===== config.mk =====
export PLATFORM = sky130hd
export DESIGN_NAME = viterbi_ctrl
export DESIGN_NICKNAME = d
export VERILOG_FILES = /design/src/rtl/viterbi_pkg.sv /design/src/rtl/viterbi_sm_ptr.sv /design/src/rtl/viterbi_ctrl.sv
export SDC_FILE = /design/constraint.sdc
export NUM_CORES = 1
export LEC_CHECK = 0
export CELL_PAD_IN_SITES_DETAIL_PLACEMENT = 2
export CELL_PAD_IN_SITES_GLOBAL_PLACEMENT = 2
export CORE_MARGIN = 2
export CORE_UTILIZATION = 29
export DETAILED_ROUTE_END_ITERATION = 8
export HOLD_SLACK_MARGIN = 0.12
export PLACE_DENSITY = 0.78
export SYNTH_ARGS = -nofsm -noshare
export SYNTH_HDL_FRONTEND = slang
export SYNTH_SLANG_ARGS = --single-unit

===== constraint.sdc =====
create_clock -name clk -period 1.5 [get_ports clk]
set_input_delay 0.225 -clock clk [delete_from_list [all_inputs] [get_ports clk]]
set_output_delay 0.225 -clock clk [all_outputs]
set_load 0.1 [all_outputs]

===== src/rtl/viterbi_pkg.sv =====
// Shared constants and types for the K=3, rate-1/2 Viterbi decoder control path.
package viterbi_pkg;

  localparam int K          = 3;
  localparam int NUM_STATES = 1 << (K - 1);
  localparam int SYM_W      = 2;
  localparam int PM_W       = 8;

  // Path-metric reset value for every trellis state other than state 0.
  localparam logic [PM_W-1:0] PM_INIT_MAX = '1;

  typedef enum logic [2:0] {
    IDLE,
    INIT,
    RUN,
    DRAIN,
    TB,
    DONE
  } ctrl_state_t;

  // Value the path-metric unit loads into trellis state `state` on pm_init.
  function automatic logic [PM_W-1:0] pm_init_value(input int unsigned state);
    return (state == 0 || state >= NUM_STATES) ? '0 : PM_INIT_MAX;
  endfunction

endpackage


===== src/rtl/viterbi_sm_ptr.sv =====
// Survivor-memory write pointer and per-frame symbol counter.
module viterbi_sm_ptr #(
  parameter int SM_AW = 5,
  parameter int LEN_W = SM_AW + 1
) (
  input  logic             clk,
  input  logic             rst_n,
  input  logic             clr_i,
  input  logic             ptr_inc_i,
  input  logic             cnt_inc_i,
  output logic [SM_AW-1:0] ptr_o,
  output logic [LEN_W-1:0] cnt_o,
  output logic             cnt_full_o
);

  localparam logic [LEN_W-1:0] MAX_LEN = LEN_W'(2 ** SM_AW);

  logic [SM_AW-1:0] ptr_q, ptr_d;
  logic [LEN_W-1:0] cnt_q, cnt_d;

  always_comb begin
    // NOTE: every path assigns ptr_d/cnt_d first, so no latch is inferred.
    ptr_d = ptr_q;
    cnt_d = cnt_q;
    if (clr_i) begin
      ptr_d = '0;
      cnt_d = '0;
    end else begin
      if (ptr_inc_i) ptr_d = ptr_q + 1'b1;  // wraps modulo 2^SM_AW
      if (cnt_inc_i) cnt_d = cnt_q + 1'b1;
    end
  end

  always_ff @(posedge clk or negedge rst_n) begin
    if (!rst_n) begin
      ptr_q <= '0;
      cnt_q <= '0;
    end else begin
      // NOTE: non-blocking so both registers update from pre-edge values.
      ptr_q <= ptr_d;
      cnt_q <= cnt_d;
    end
  end

  assign ptr_o      = ptr_q;
  assign cnt_o      = cnt_q;
  // The next accepted symbol is the last one the survivor memory can hold.
  assign cnt_full_o = (cnt_q == MAX_LEN - 1'b1);

endmodule


===== src/rtl/viterbi_ctrl.sv =====
// Frame sequencer: symbol intake, ACS strobing, survivor addressing and traceback hand-off.
module viterbi_ctrl
  import viterbi_pkg::*;
#(
  parameter int SM_AW = 5,
  parameter int LEN_W = SM_AW + 1
) (
  input  logic             clk,
  input  logic             rst_n,
  input  logic             in_valid,
  output logic             in_ready,
  input  logic [SYM_W-1:0] in_sym,
  input  logic             in_last,
  output logic [SYM_W-1:0] bm_sym,
  output logic             pm_init,
  output logic             acs_en,
  output logic [SM_AW-1:0] sm_wr_addr,
  output logic             tb_start,
  output logic [LEN_W-1:0] tb_len,
  output logic [SM_AW-1:0] tb_addr,
  input  logic             tb_done,
  output logic             frame_done,
  output logic             frame_err
);

  ctrl_state_t      state_q;
  logic             in_ready_q;
  logic [SYM_W-1:0] bm_sym_q;
  logic             pm_init_q;
  logic             acs_en_q;
  logic             tb_start_q;
  logic [LEN_W-1:0] tb_len_q;
  logic [SM_AW-1:0] tb_addr_q;
  logic             frame_done_q;
  logic             frame_err_q;

  logic             accept;
  logic [SM_AW-1:0] wr_ptr;
  logic [LEN_W-1:0] sym_cnt;
  logic             cnt_full;

  assign accept = in_valid & in_ready_q;

  viterbi_sm_ptr #(
    .SM_AW(SM_AW),
    .LEN_W(LEN_W)
  ) u_sm_ptr (
    .clk       (clk),
    .rst_n     (rst_n),
    .clr_i     (state_q == INIT),
    .ptr_inc_i (acs_en_q),
    .cnt_inc_i (accept),
    .ptr_o     (wr_ptr),
    .cnt_o     (sym_cnt),
    .cnt_full_o(cnt_full)
  );

  always_ff @(posedge clk or negedge rst_n) begin
    if (!rst_n) begin
      state_q      <= IDLE;
      in_ready_q   <= 1'b0;
      bm_sym_q     <= '0;
      pm_init_q    <= 1'b0;
      acs_en_q     <= 1'b0;
      tb_start_q   <= 1'b0;
      tb_len_q     <= '0;
      tb_addr_q    <= '0;
      frame_done_q <= 1'b0;
      frame_err_q  <= 1'b0;
    end else begin
      pm_init_q    <= 1'b0;
      acs_en_q     <= 1'b0;
      tb_start_q   <= 1'b0;
      frame_done_q <= 1'b0;
      unique case (state_q)
        IDLE: begin
          // The waiting symbol stays on the bus; it is taken in RUN.
          if (in_valid) begin
            state_q     <= INIT;
            pm_init_q   <= 1'b1;
            frame_err_q <= 1'b0;
          end
        end
        INIT: begin
          state_q    <= RUN;
          in_ready_q <= 1'b1;
        end
        RUN: begin
          if (accept) begin
            bm_sym_q <= in_sym;
            acs_en_q <= 1'b1;
            if (in_last || cnt_full) begin
              state_q     <= DRAIN;
              in_ready_q  <= 1'b0;
              frame_err_q <= ~in_last;
            end
          end
        end
        DRAIN: begin
          // wr_ptr still addresses the final ACS write issued in this cycle.
          state_q    <= TB;
          tb_start_q <= 1'b1;
          tb_len_q   <= sym_cnt;
          tb_addr_q  <= wr_ptr;
        end
        TB: begin
          if (tb_done) begin
            state_q      <= DONE;
            frame_done_q <= 1'b1;
          end
        end
        DONE:    state_q <= IDLE;
        default: state_q <= IDLE;
      endcase
    end
  end

  assign in_ready   = in_ready_q;
  assign bm_sym     = bm_sym_q;
  assign pm_init    = pm_init_q;
  assign acs_en     = acs_en_q;
  assign sm_wr_addr = wr_ptr;
  assign tb_start   = tb_start_q;
  assign tb_len     = tb_len_q;
  assign tb_addr    = tb_addr_q;
  assign frame_done = frame_done_q;
  assign frame_err  = frame_err_q;

endmodule


==> parameters.txt <==
Parameter                              Value

GRT
  Maximum number of pins on one net before global-route repair ... 34
  Initial antenna violation count ... 0
  First-pass GRT wire length ... 6810 um
  Global-route usage over all layers ... ~17%
  Met3 layer usage reported by global route ... 6.10%
  Global route overflow ... 0
  Global-route met1 utilization ... 18.8%
  Met2 Usage GRT ... a little under a third
  Gr busiest metal ... met2
  Vias in the first global route ... between 1000 and 1500

Setup path
  CP Cell Sequence ... ha_4 > nor2b_4 > or4b_4 > a221oi_4
  Crit Path Category ... reg -> reg
  Critical path peak fanout ... 2
  Standard cell with the maximum stage delay on the critical path ... or4b_4
  Element type at the critical path start ... flip-flop
  CP required ... between 1.5 and 2 ns
  Endpoint kind of the worst setup timing path ... flip-flop
  Slowest stage delay, CP ... ~0.49 ns
  Critical path data arrival time ... roughly 1.8 ns

Drt
  Number of vias in the routed layout ... ~1100
  Antenna-violating nets left ... 0
  Via-per-instance ratio ... between 4 and 5
  WL final ... 4820 um
  Length of the first detailed-routing pass in iterations ... 4
  DRC ... 0
  Starting DRC count in detailed routing ... 42
  Routed len/inst ... 20.7 um

Logic synthesis
  Count of warnings emitted by yosys ... 0
  Mapped Nets ... approximately 130
  Mean instance size in the synthesized netlist ... 12.2 um2
  Proportion of synthesized chip area in sequential cells ... ~58%
  Cell count after synthesis ... between 100 and 150
  Number of unique standard cell types used by synthesis ... 33
  Post-synthesis cell area ... about 1400 um2
  FF+latch count, synth ... 33

Power and ir drop
  Switching share of power ... between 40% and 50%
  Cell internal power dissipation ... between 0.002 and 0.003 W
  Part of the power in registers ... around 30%
  Power density cells ... ~2100 nW/um2
  Combinational fraction of design power ... 56.3%
  Max VDD drop ... approximately 0.00096 V
  Psw ... roughly 0.0023 W
  Proportion of power drawn by the clock network ... 14.3%
  Final Power ... approximately 0.0049 W
  Static leakage power ... about 1.0 nW

Timing
  Rel. slew slack ... between 70% and 80%
  Final setup violation count ... 1
  Final worst-path setup slack ... -0.0759 ns
  Period utilisation layout ... 105%
  Pins Over Slew Limit ... 0
  Min Clock Period, post-route ... between 1.5 and 2 ns
  RSZ-0062 raised after global routing ... true
  Fmax achieved ... 0.635 GHz
  Number of hold violations in the final report ... 0
  Transition time at the pin with the least slew margin ... approximately 0.42 ns
  Clock Skews ... 0.00957 ns

Die
  CORE AREA ... between 4000 and 5000 um2
  Starting Density ... between 30 and 40%
  IO Count ... 31
  Die height ... approximately 74 um
  X dimension of the die ... 74.2 um
  Number of core rows ... 25
  Die Outline Area ... 5510 um2

Placement
  Quantity of I/O buffers inserted on ports ... 30
  Gp weighted congestion ... 0.739
  Detailed placer's ending HPWL ... roughly 3300 um

Clocking
  Clock transition at the registers of the reported paths ... roughly 0.07 ns
  TritonCTS Buffers ... 5
  Number of buffers on the longest clock path ... 2
  Hold-fix buffers, CTS ... 0
  CTS tree ... done
  Sink count of the clock tree ... 33
  Insertion delay to the later sink of the worst-skew pair ... 0.30 ns
  Root buf cell ... clkbuf_8
  Clock H-tree levels ... 2

Layout
  Synth-to-Final Area Change ... 61.2%
  Fraction of layout instances using a drive strength above 1 ... 44.0%
  FF/Latch Area ... ~840 um2
  Area of the multi-input gates ... 608 um2
  Filler cells ... roughly 470
  Utilization after layout ... roughly half
  N_diodes ... 0
  Number of nets in the finished design ... about 170

Outcome
  Failing checks ... negative setup slack
  Outcome ... complete, but fails checks

Hold path
  Worst hold-check path type ... in -> async

Flow run
  Max-capacitance violation count ... 0
## cell usage after synthesis
library cell	count	area, um2
nand2b_4	1	13.8
nand4_1	3	18.8
and2b_1	1	7.51
nand3b_1	1	7.51
nand2_1	5	18.8
a31oi_1	1	6.26
buf_2	3	15.0
a221oi_2	1	15.0
a2111oi_0	2	17.5
nand3_1	3	15.0
buf_4	1	7.51
nor4b_1	1	8.76
and3_1	2	12.5
ha_1	2	25.0
mux2i_1	1	10.0
dfrtp_1	33	826
xor2_1	4	35.0
inv_1	2	7.51
mux2_2	12	135
xnor2_1	3	26.3
nand2b_1	3	18.8
nor2_1	8	30.0
nor2b_1	2	12.5
o21ai_0	6	30.0
a211oi_1	1	7.51
or4b_4	1	13.8
or2b_1	1	7.51
a21oi_1	5	25.0
a21o_1	1	7.51
buf_6	1	11.3
nor3b_1	2	15.0
clkbuf_1	1	3.75
or3_1	3	18.8
## registers in the layout (all words and copies together) (netlist names)
signal	cells
in_ready	1
frame_done	1
acs_en	1
u_sm_ptr.cnt_o	6
tb_start	1
tb_addr	5
tb_len	6
state_q	3
frame_err	1
pm_init	1
u_sm_ptr.ptr_o	5
bm_sym	2
## kinds of logic after synthesis
family	synth area share, %
and+or+nand+nor	15.3
xor gates and xnor gates	4.29
DFF	57.7
buffers and inverters	3.15
adders and majority gates	1.75
AOI/OAI and AO/OA	7.61
muxes	10.1
## cell type report
type	instances	share of cell area (%)
inverters	2	0.326
repair buffers	47	29.5
multi-input cells	76	26.4
clock buffers	8	3.91
well taps	67	3.64
flip-flops and latches	33	36.2
## stage by stage
step | cell area (um2) | worst slack, ns | hold WS (ns) | setup TNS (ns) | cells
2_1_floorplan | 1440 | 0.00142 | -0.0706 | 0 | 117
3_3_place_gp | 2160 | -0.135 | 0.528 | -0.308 | 224
3_5_place_dp | 2160 | -0.360 | 0.564 | -1.38 | 224
4_1_cts | 2260 | -0.0529 | 0.309 | -0.0529 | 232
5_1_grt | 2310 | -0.108 | 0.315 | -0.157 | 233
6_report | 2310 | -0.0759 | 0.303 | -0.0759 | 233
## critical path, delay by kind of cell (launching register included)
family	cells	cell delay [ns]
DFF	1	0.41
AOI/OAI and AO/OA	1	0.26
adders and majority gates	1	0.17
and+or+nand+nor	2	0.64
## layout by cell type (no fill, tap or decap), types with 2 or more instances in the layout
cell	netlist	layout
clkdlybuf4s50_1	0	6
o21ai_0	6	6
dfrtp_1	33	27
nand3_1	3	3
dfrtp_2	0	5
xnor2_1	3	3
mux2_2	12	12
clkbuf_1	1	2
nand2_1	5	5
xor2_1	4	4
buf_4	1	16
nand2b_1	3	3
a21oi_1	5	5
or3_1	3	3
clkbuf_8	0	6
inv_1	2	2
nand4_1	3	3
nor2_1	8	8
buf_12	0	25
## power by group through the flow
stage               Clock (W)  Sequential (W)  Combinational (W)
floorplan                   0         0.00238           0.000563
global placement            0         0.00139            0.00256
detailed placement          0         0.00143            0.00265
CTS                  0.000709         0.00141            0.00268
global route         0.000761         0.00146            0.00286
finish               0.000698         0.00144            0.00275
## routing by layer
layer	vias to the layer above	part of all wire [%]
met2	41	52
met1	591	39
met3	13	5.1
met4	0	3.7
met5	-	0
li1	502	-
## path summary, 6_finish.rpt
path | from | to | slack [ns] | depth (start not counted)
setup reg to reg | u_sm_ptr.cnt_o[1]$_DFFE_PN0P_ | frame_err$_DFFE_PN0P_ | -0.08 | 4
min in group clk | tb_done | frame_done$_DFF_PN0_ | 0.54 | 3
hold reg to reg | tb_len[2]$_DFFE_PN0P_ | tb_len[2]$_DFFE_PN0P_ | 0.58 | 2
hold / removal | rst_n | u_sm_ptr.ptr_o[2]$_DFFE_PN0P_ | 0.30 | 2
setup / recovery | u_sm_ptr.cnt_o[1]$_DFFE_PN0P_ | frame_err$_DFFE_PN0P_ | -0.08 | 4
max in group asynchronous | rst_n | in_ready$_DFFE_PN0P_ | 0.99 | 2
## what timing repair did
item | CTS | global route
pin swaps | 2 | 1
setup endpoints to repair | 3 | 4
setup buffers | 0 | 1
resized for setup | 4 | 6
Note: power is estimated with default switching activity, not from simulation.
